File: config.mk
export PLATFORM = sky130hd
export DESIGN_NAME = crc24_attach_flat
export DESIGN_NICKNAME = d
export VERILOG_FILES = /design/src/rtl/crc24_attach_pkg.sv /design/src/rtl/crc24_attach_if.sv /design/src/rtl/crc24_attach_lfsr.sv /design/src/rtl/crc24_attach.sv /design/src/flat_wrapper.sv
export SDC_FILE = /design/constraint.sdc
export NUM_CORES = 1
export LEC_CHECK = 0
export CAP_MARGIN = 15
export CORE_AREA = 2 2 78 80
export CTS_CLUSTER_SIZE = 16
export DETAILED_ROUTE_END_ITERATION = 7
export DIE_AREA = 0 0 80 82
export GPL_ROUTABILITY_DRIVEN = 0
export PLACE_DENSITY = 0.7
export REMOVE_ABC_BUFFERS = 1
export SKIP_CTS_REPAIR_TIMING = 1
export SLEW_MARGIN = 25
export SYNTH_ARGS = -nofsm -noshare
export SYNTH_HDL_FRONTEND = slang
export SYNTH_SLANG_ARGS = --single-unit
File: constraint.sdc
create_clock -name clk -period 5 [get_ports clk]
set_input_delay 1 -clock clk [delete_from_list [all_inputs] [get_ports clk]]
set_output_delay 1 -clock clk [all_outputs]
set_load 0.01 [all_outputs]
File: src/rtl/crc24_attach_pkg.sv
// Shared constants for the CRC24 attachment stage and the turbo interleaver.
// Block sizes, CRC polynomials, FSM encodings and the serial CRC step.
package crc24_attach_pkg;

    localparam int K_SMALL = 1056;
    localparam int K_LARGE = 6144;
    localparam int CRC_LEN = 24;
    localparam int CNT_W   = 13;

    localparam logic [23:0] CRC24A = 24'h864CFB;
    localparam logic [23:0] CRC24B = 24'h800063;

    localparam logic [1:0] ST_IDLE    = 2'd0;
    localparam logic [1:0] ST_PAYLOAD = 2'd1;
    localparam logic [1:0] ST_CRC     = 2'd2;

    // Galois MSB-first step: x^24 is implied by the feedback bit.
    function automatic logic [23:0] crc_step(
        input logic [23:0] c,
        input logic        b,
        input logic [23:0] poly
    );
        logic fb;
        fb = c[23] ^ b;
        return {c[22:0], 1'b0} ^ (fb ? poly : 24'h0);
    endfunction

endpackage

File: src/rtl/crc24_attach_if.sv
// Payload-in / framed-bit-out bundle of the CRC24 attachment stage.
// slave is the stage side, master the upstream/downstream side.
interface crc24_attach_if;

    logic in_valid;
    logic in_bit;
    logic in_start;
    logic in_blocksize;
    logic in_ready;
    logic data_out;
    logic data_valid;
    logic CRC_start;
    logic CRC_blocksize;
    logic CRC_end;
    logic err;

    modport slave (
        input  in_valid, in_bit, in_start, in_blocksize,
        output in_ready, data_out, data_valid,
        output CRC_start, CRC_blocksize, CRC_end, err
    );

    modport master (
        output in_valid, in_bit, in_start, in_blocksize,
        input  in_ready, data_out, data_valid,
        input  CRC_start, CRC_blocksize, CRC_end, err
    );

endinterface

File: src/rtl/crc24_attach_lfsr.sv
// Serial CRC24 register: init folds the first bit onto CRC_INIT,
// shift_out drains the remainder MSB first.
module crc24_lfsr #(
    parameter logic [23:0] CRC_POLY = 24'h864CFB,
    parameter logic [23:0] CRC_INIT = 24'h000000
) (
    input  logic        clk,
    input  logic        reset,
    input  logic        init,
    input  logic        en,
    input  logic        data_bit,
    input  logic        shift_out,
    output logic [23:0] crc
);
    import crc24_attach_pkg::*;

    always_ff @(posedge clk or posedge reset) begin
        if (reset) begin
            crc <= CRC_INIT;
        end else if (en) begin
            crc <= crc_step(init ? CRC_INIT : crc, data_bit, CRC_POLY);
        end else if (shift_out) begin
            crc <= {crc[22:0], 1'b0};
        end
    end

endmodule

File: src/rtl/crc24_attach.sv
// LTE transport-block CRC24 attachment: forwards payload bits, appends
// the 24-bit CRC and frames the block for the turbo interleaver.
module crc24_attach #(
    parameter logic [23:0] CRC_POLY = crc24_attach_pkg::CRC24A,
    parameter logic [23:0] CRC_INIT = 24'h000000,
    parameter int          K_SMALL  = crc24_attach_pkg::K_SMALL,
    parameter int          K_LARGE  = crc24_attach_pkg::K_LARGE
) (
    input logic           clk,
    input logic           reset,
    crc24_attach_if.slave bus
);
    import crc24_attach_pkg::*;

    localparam logic [CNT_W-1:0] LAST_S   = CNT_W'(K_SMALL - CRC_LEN - 1);
    localparam logic [CNT_W-1:0] LAST_L   = CNT_W'(K_LARGE - CRC_LEN - 1);
    localparam logic [CNT_W-1:0] CRC_LAST = CNT_W'(CRC_LEN - 1);

    logic [1:0]       state;
    logic [CNT_W-1:0] cnt;
    logic [23:0]      crc;
    logic             start_ok;
    logic             pay_ok;
    logic [CNT_W-1:0] last_idx;

    assign bus.in_ready = !reset && (state != ST_CRC);
    assign start_ok = (state == ST_IDLE) && bus.in_valid && bus.in_start;
    assign pay_ok   = (state == ST_PAYLOAD) && bus.in_valid;
    assign last_idx = bus.CRC_blocksize ? LAST_L : LAST_S;

    crc24_lfsr #(
        .CRC_POLY(CRC_POLY),
        .CRC_INIT(CRC_INIT)
    ) u_lfsr (
        .clk      (clk),
        .reset    (reset),
        .init     (start_ok),
        .en       (start_ok || pay_ok),
        .data_bit (bus.in_bit),
        .shift_out(state == ST_CRC),
        .crc      (crc)
    );

    always_ff @(posedge clk or posedge reset) begin
        if (reset) begin
            state             <= ST_IDLE;
            cnt               <= '0;
            bus.data_out      <= 1'b0;
            bus.data_valid    <= 1'b0;
            bus.CRC_start     <= 1'b0;
            bus.CRC_blocksize <= 1'b0;
            bus.CRC_end       <= 1'b0;
            bus.err           <= 1'b0;
        end else begin
            bus.CRC_start <= 1'b0;
            bus.CRC_end   <= 1'b0;
            case (state)
                ST_IDLE: begin
                    bus.data_out      <= start_ok && bus.in_bit;
                    bus.data_valid    <= start_ok;
                    bus.CRC_start     <= start_ok;
                    bus.CRC_blocksize <= start_ok && bus.in_blocksize;
                    if (start_ok) begin
                        bus.err <= 1'b0;
                        cnt     <= CNT_W'(1);
                        state   <= ST_PAYLOAD;
                    end
                end
                ST_PAYLOAD: begin
                    if (bus.in_valid) begin
                        bus.data_out   <= bus.in_bit;
                        bus.data_valid <= 1'b1;
                        if (cnt == last_idx) begin
                            cnt   <= '0;
                            state <= ST_CRC;
                        end else begin
                            cnt <= cnt + 1'b1;
                        end
                    end else begin
                        // A hole in the payload aborts the block without a CRC.
                        bus.err           <= 1'b1;
                        bus.data_out      <= 1'b0;
                        bus.data_valid    <= 1'b0;
                        bus.CRC_blocksize <= 1'b0;
                        cnt               <= '0;
                        state             <= ST_IDLE;
                    end
                end
                ST_CRC: begin
                    bus.data_out   <= crc[23];
                    bus.data_valid <= 1'b1;
                    if (cnt == CRC_LAST) begin
                        bus.CRC_end <= 1'b1;
                        cnt         <= '0;
                        state       <= ST_IDLE;
                    end else begin
                        cnt <= cnt + 1'b1;
                    end
                end
                default: begin
                    cnt   <= '0;
                    state <= ST_IDLE;
                end
            endcase
        end
    end

endmodule

File: src/flat_wrapper.sv
// flat-port wrapper written by rule: the top's interface ports become plain ports
module crc24_attach_flat import crc24_attach_pkg::*;
#(
    parameter logic [23:0] CRC_POLY = crc24_attach_pkg::CRC24A,
    parameter logic [23:0] CRC_INIT = 24'h000000,
    parameter int          K_SMALL  = crc24_attach_pkg::K_SMALL,
    parameter int          K_LARGE  = crc24_attach_pkg::K_LARGE
)
  (clk, reset, bus_in_valid, bus_in_bit, bus_in_start, bus_in_blocksize, bus_in_ready, bus_data_out, bus_data_valid, bus_CRC_start, bus_CRC_blocksize, bus_CRC_end, bus_err);
  crc24_attach_if bus_i ();
  input logic clk;
  input logic reset;
  input wire logic [$bits(bus_i.in_valid)-1:0] bus_in_valid;
  input wire logic [$bits(bus_i.in_bit)-1:0] bus_in_bit;
  input wire logic [$bits(bus_i.in_start)-1:0] bus_in_start;
  input wire logic [$bits(bus_i.in_blocksize)-1:0] bus_in_blocksize;
  output wire logic [$bits(bus_i.in_ready)-1:0] bus_in_ready;
  output wire logic [$bits(bus_i.data_out)-1:0] bus_data_out;
  output wire logic [$bits(bus_i.data_valid)-1:0] bus_data_valid;
  output wire logic [$bits(bus_i.CRC_start)-1:0] bus_CRC_start;
  output wire logic [$bits(bus_i.CRC_blocksize)-1:0] bus_CRC_blocksize;
  output wire logic [$bits(bus_i.CRC_end)-1:0] bus_CRC_end;
  output wire logic [$bits(bus_i.err)-1:0] bus_err;
  assign bus_i.in_valid = bus_in_valid;
  assign bus_i.in_bit = bus_in_bit;
  assign bus_i.in_start = bus_in_start;
  assign bus_i.in_blocksize = bus_in_blocksize;
  assign bus_in_ready = bus_i.in_ready;
  assign bus_data_out = bus_i.data_out;
  assign bus_data_valid = bus_i.data_valid;
  assign bus_CRC_start = bus_i.CRC_start;
  assign bus_CRC_blocksize = bus_i.CRC_blocksize;
  assign bus_CRC_end = bus_i.CRC_end;
  assign bus_err = bus_i.err;
  crc24_attach #(.CRC_POLY(CRC_POLY), .CRC_INIT(CRC_INIT), .K_SMALL(K_SMALL), .K_LARGE(K_LARGE)) u_core (.clk(clk), .reset(reset), .bus(bus_i));
endmodule
# After elaboration in Yosys (flattened, before gate mapping)
# Index checks and enable logic that the tools add are counted.
[word_totals]
register_bits = 45
wordCells = 63
[op_classes]
addsub = 1
eq_ne = 9
muxes = 27
bitwise = 2
reduce_logical = 15
[op_table]
columns = ["operator", "n"]
rows = [
  ["$mux 24", 4],
  ["$mux 13", 5],
  ["$pmux 13 s3", 1],
  ["$xor 24x24->24", 1],
  ["$add 13x1->13 const B", 1],
  ["$eq 13x13->1", 1],
  ["$eq 13x5->1 const B", 1],
  ["$mux 1", 8],
  ["$mux 2", 4],
  ["$logic_and 1x1->1", 6],
  ["$pmux 1 s3", 2],
  ["$pmux 2 s3", 1],
  ["$reduce_and 3->1", 2],
  ["$ne 2x1->1 const B", 2],
  ["$ne 2x2->1 const B", 2],
  ["$pmux 1 s2", 2],
  ["$reduce_bool 2->1", 2],
  ["$ne 3x3->1 const B", 1],
  ["$reduce_bool 3->1", 1],
  ["$eq 2x1->1 const B", 1],
  ["$eq 2x2->1 const B", 1],
  ["$logic_not 2->1", 1],
  ["$reduce_and 2->1", 1],
  ["$logic_not 1->1", 1],
  ["other kinds (2)", 2],
]

# Depth between registers and ports, before layout
[logic_depth]
ltp_word = 8
ltp_mapped = 8

# By module
# Synthesis repeated with hierarchy kept, for this count alone.
[unflattened]
hier_cells = 254
area_unflattened_um2 = 2438.6
[by_module_without_submodules]
columns = ["mod", "instances", "cells_each", "area_per_inst_um2", "seq_area_each_um2"]
rows = [
  ["crc24_attach", 1, 127, 1252.5, 525.5],
  ["crc24_lfsr", 1, 127, 1186.1, 600.6],
]

# Least setup slack after synthesis
# OpenSTA, ideal clock, no wires.
[synth_timing]
kind = "input -> register"
start = "input bus_in_valid"
end = "register u_core.u_lfsr.crc[1]"
setup_time_ns = 0.087
t_arrival_ns = 2.334
slack_ns = 2.579
path_stages = 7
path_cell_list = "buf_2 > nand3_2 > clkinv_1 > nor4b_2 > nor2_1 > clkbuf_1 > a22oi_1"
[synth_via]
elab_chain_cells = 7
word_cells_on_any_way = 10
cone_classes = "mux: 3; bitwise: 2; reduce/logical: 5"
[synth_rtl]
columns = ["item", "line_no", "source"]
rows = [
  ["start, declared", "flat_wrapper.sv:13", "input wire logic [$bits(bus_i.in_valid)-1:0] bus_in_valid;"],
  ["$logic_and 1x1->1 (2 in a row)", "crc24_attach.sv:27", "assign start_ok = (state == ST_IDLE) && bus.in_valid && bus.in_start;"],
  ["$mux 24", "crc24_attach_lfsr.sv:21", "crc <= crc_step(init ? CRC_INIT : crc, data_bit, CRC_POLY);"],
  ["$xor 1x1->1", "crc24_attach_pkg.sv:24", "fb = c[23] ^ b;"],
  ["$mux 24", "crc24_attach_pkg.sv:25", "return {c[22:0], 1'b0} ^ (fb ? poly : 24'h0);"],
  ["$xor 24x24->24", "crc24_attach_pkg.sv:25", ""],
  ["$mux 24", "crc24_attach_lfsr.sv:20", "end else if (en) begin"],
  ["end signal, assigned", "crc24_attach_lfsr.sv:21", ""],
  ["end signal, assigned", "crc24_attach_lfsr.sv:23", "crc <= {crc[22:0], 1'b0};"],
  ["end, declared", "crc24_attach_lfsr.sv:13", "output logic [23:0] crc"],
]
# Several ways; a longest one is shown, not always the timed one.
# A chain may end at the register's enable or synchronous reset.

# Worst setup path in the final report
[layout_timing]
start = "input bus_in_valid"
end = "register u_core.u_lfsr.crc[14]"
# The elaborated chain is that of the path after synthesis.

==> summary.log <==
[detailed_routing] DRC marker count from the first detailed-route iteration 95
[timing] final worst path period need 3.082 ns
[logic_synthesis] Post-synth ARST share 1.000
[clock_tree] number of buffers inserted during clock tree synthesis 5
[hold_path] WHS Path Cells 2
[logic_synthesis] compound-gate portion of the synthesized area 0.2005
[place] Port Buffers 12
[floorplanning] x dimension of the die 80 µm
[floorplanning] Die ar. 6560 µm²
[worst_setup_path] Crit Path Category in2reg
[power_and_ir_drop] post-layout power 1413 µW
[detailed_routing] Vias/cell 5.364
[floorplanning] Initial Util 0.4018
[logic_synthesis] share of synthesized cell area in and, or, nand and nor gates 0.2049
[worst_setup_path] first element of the critical path bus_in_valid
[worst_setup_path] required time at the worst-slack endpoint 5.22 ns
[hold_path] type of the tightest min-delay check reg2reg
[worst_setup_path] CP max FO 31
[power_and_ir_drop] pwr dens 546.2 nW/µm²
[floorplanning] die height 82 µm
[clock_tree] root buffer selected by CTS clkbuf_8
[clock_tree] CTS tree yes
[logic_synthesis] Mapped Area 2308 µm²
[logic_synthesis] syn_area_per_cell 9.346 µm²
[detailed_routing] wirelength, routed 4666 µm
[worst_setup_path] Critical path buffers and inverters 2
[timing] worst clock skew 0.007107 ns
[logic_synthesis] sequential area share after synthesis 0.4878
[clock_tree] Sinks on Clock Net 45
[worst_setup_path] number of cells traversed by the worst register-to-register path 8
[logic_synthesis] Primary FF master, synth dfrtp_1
[timing] setup repair after global routing missed its margin no
[global_routing] total global routing overflow 0
[worst_setup_path] capture point of the worst reg-to-reg path u_core.u_lfsr.crc[14]
[logic_synthesis] arithmetic-cell share of the synthesized area counting full adders, half adders and majority gates 0.03252
[global_routing] number of global-route vias before repair 1801
[worst_setup_path] data arrival time at the worst-slack endpoint 3.30 ns
[layout] net total in the final layout 271
[worst_setup_path] critical path cell sequence clkdlybuf4s50_1, and2_1, nor2_1, buf_4, nor3_1, a22oi_1, o22ai_1
[hold_path] endpoint of the worst hold-timing path u_core.bus.data_out
[layout] area added between synthesis and finish 12.09%
[timing] pin slew with the least headroom to its limit 0.8467 ns
[hold_path] Hold Path Origin u_core.bus.data_out
[clock_tree] clock transition time at the flip-flop clock pins of the worst setup and hold paths 0.09 ns
[logic_synthesis] proportion of netlist area held by the largest area contributor 0.4878
[status] status finished clean
[floorplanning] Site Rows 28
[timing] remaining max-slew budget at the tightest pin 0.4334
[clock_tree] # H-tree levels 2
[detailed_routing] Final ANT Viol Nets 0
[power_and_ir_drop] static leakage 0.001087 µW
[clock_tree] clock latency of the later-clocked register in the worst-skew pair 0.30 ns
[logic_synthesis] Mapped Cells 247
[logic_synthesis] number of library cell types mapped by synthesis 47
[worst_setup_path] library cell contributing the largest single delay on the critical path nor3_1
[logic_synthesis] fraction of synthesized cell area in xor and xnor cells 0.03794
[detailed_routing] number of vias after detailed routing 1797
[place] sum of net half-perimeters after detailed placement 3109 µm
[layout] count of inserted antenna diode cells 0
[timing] final critical-path share of the clock period 0.6163
[logic_synthesis] number of flops mapped to enable cells by yosys 0
[global_routing] combined global-route utilization of all metal layers 0.1633
[worst_setup_path] Top delay family on crit path simple AND/OR/NAND/NOR gates
[floorplanning] placeable core area 5746 µm²
[detailed_routing] Pre-Repair DR Iteration Count 4
[timing] maximum operating frequency 324.5 MHz
[global_routing] number of antenna violations at the first check in global routing 0
[global_routing] global-route wire length before repair 8418 µm
[logic_synthesis] multiplexer area fraction after synthesis 0.009214
[power_and_ir_drop] worst supply voltage drop on vdd 0.2474 mV
[logic_synthesis] most area-consuming cells after synthesis dfrtp_1 (49%), nand2_1 (6.3%), nor2_1 (5.0%)
[timing] count of final hold-check violations 0
[logic_synthesis] post-synth top area cell dfrtp_1
[worst_setup_path] element type at the critical path start input pin
[worst_setup_path] worst reg2reg setup slack 2.44 ns
[run] count of max-cap constraint violations 0
[detailed_routing] drc violations 0
[logic_synthesis] count of state elements after synthesis 45
[timing] aggregate negative setup slack 0 ns
[clock_tree] Clock Tree Buf Depth 2
[logic_synthesis] main combinational cell family by area after synthesis simple AND/OR/NAND/NOR gates
[timing] count of final max-slew check failures 0
[layout] Filler cells 567
[logic_synthesis] number of warning messages in the yosys log 0
[worst_setup_path] worst reg2reg startpoint u_core.state[1]
[floorplanning] io pins 13
[layout] layout cell share with drive strength beyond 1 0.08077
[worst_setup_path] critical path's largest stage delay 0.72 ns
[worst_setup_path] CP endpoint kind register
[global_routing] largest net degree at the start of global routing 46
[timing] Setup Viol. Count Final 0
[detailed_routing] average wire length per cell after detail routing 13.93 µm
[metrics by stage]
stage,worst slack (ns),std cells,hold slack (ns),util,instance area (µm²)
3_3_place_gp,1.655,327,0.4856,0.4360,2505
4_1_cts,1.937,335,0.5165,0.4503,2587
6_report,1.918,335,0.5085,0.4503,2587
2_1_floorplan,2.098,237,0.4677,-,2268
5_1_grt,1.662,335,0.5450,0.4503,2587
3_5_place_dp,1.606,327,0.4794,0.4360,2505
[cells in the mapped netlist, drive strengths merged, types with 2 or more instances]
cell    count
dfrtp      45
nand2      39
nor2       32
o21ai      22
a21oi      16
a22oi      13
clkbuf      7
ha          6
nand3       6
o22ai       6
xor2        6
inv         5
xnor2       4
a21boi      3
buf         3
nor3b       3
a21o        2
and3        2
and4        2
nand3b      2
nand4       2
nor3        2
nor4        2
[logic make-up (layout without fill, tap and decap cells)]
kind of cell / Yosys count / after routing
DFF: 45 / 45
AOI/OAI and AO/OA: 70 / 70
buffers and inverters: 16 / 29
adders and majority gates: 6 / 6
xor gates and xnor gates: 10 / 10
and+or+nand+nor: 98 / 98
muxes: 2 / 2
[state kept, by name (all words and copies together), names as in the netlist]
name and cells:
u_core.u_lfsr.crc 24, u_core.bus.err 1, u_core.cnt 13, u_core.bus.CRC_start 1, u_core.bus.CRC_end 1, u_core.bus.CRC_blocksize 1
u_core.state 2, u_core.bus.data_out 1, u_core.bus.data_valid 1
[worst min-delay path, stage by stage, from the launching register on]
cell     delay (ns)
dfrtp_1        0.36
nand2_1        0.05
o21ai_0        0.06
[metal layers]
| layer | share of wire | global-route usage | wire length (µm) | vias to the layer above |
|---|---|---|---|---|
| li1 | - | - | - | 894 |
| met1 | 0.47 | 0.2087 | 2172 | 868 |
| met2 | 0.48 | 0.2725 | 2260 | 27 |
| met3 | 0.034 | 0.03516 | 157 | 8 |
| met4 | 0.016 | 0.06102 | 74 | 0 |
| met5 | 0 | 0 | 0 | - |
[worst max path at each step]
| stage | endpoint | slack, ns | cells after the start |
|---|---|---|---|
| after floorplan | u_core.u_lfsr.crc[10] | 2.10 | 5 |
| after global placement | u_core.u_lfsr.crc[10] | 1.66 | 7 |
| after detailed placement | u_core.u_lfsr.crc[14] | 1.61 | 7 |
| after CTS | u_core.u_lfsr.crc[14] | 1.94 | 7 |
| after global routing | u_core.u_lfsr.crc[17] | 1.66 | 7 |
| final | u_core.u_lfsr.crc[14] | 1.92 | 7 |
[final cells by class]
class / count / area [µm²] / area share
clock buffers: 6 / 72.57 / 0.02805
clock inverters: 2 / 10.01 / 0.003868
inverters: 6 / 22.52 / 0.008704
multi-input cells: 186 / 1120 / 0.4328
flip-flops and latches: 45 / 1126 / 0.4352
well taps: 75 / 93.84 / 0.03627
repair buffers: 15 / 142.6 / 0.05513
[layout by cell type, fill, tap and decap left out, types with 2 or more instances in the layout]
cell / netlist / routed
o22ai_1: 6 / 6
nand2_1: 39 / 39
a22oi_1: 13 / 13
clkdlybuf4s50_1: 0 / 12
o21ai_0: 21 / 21
clkinv_2: 0 / 2
nor3_1: 2 / 2
inv_1: 5 / 4
clkbuf_8: 0 / 5
xnor2_1: 4 / 4
a21boi_0: 2 / 2
xor2_1: 6 / 6
a21oi_1: 15 / 15
buf_4: 0 / 3
nand3b_1: 2 / 2
clkinv_1: 1 / 2
nor2_1: 31 / 31
nand3_1: 5 / 5
dfrtp_1: 45 / 45
and4_1: 2 / 2
ha_1: 6 / 6
and3_1: 2 / 2
nor3b_1: 3 / 3
nand4_1: 2 / 2
a21o_1: 2 / 2
[where the power goes]
group | internal (µW) | total [µW] | switching [µW]
clock | 97.1 | 222 | 125
sequential | 485 | 571 | 85.8
combinational | 248 | 620 | 373
total | 830 | 1410 | 583
Note: power is estimated with default switching activity, not from simulation.
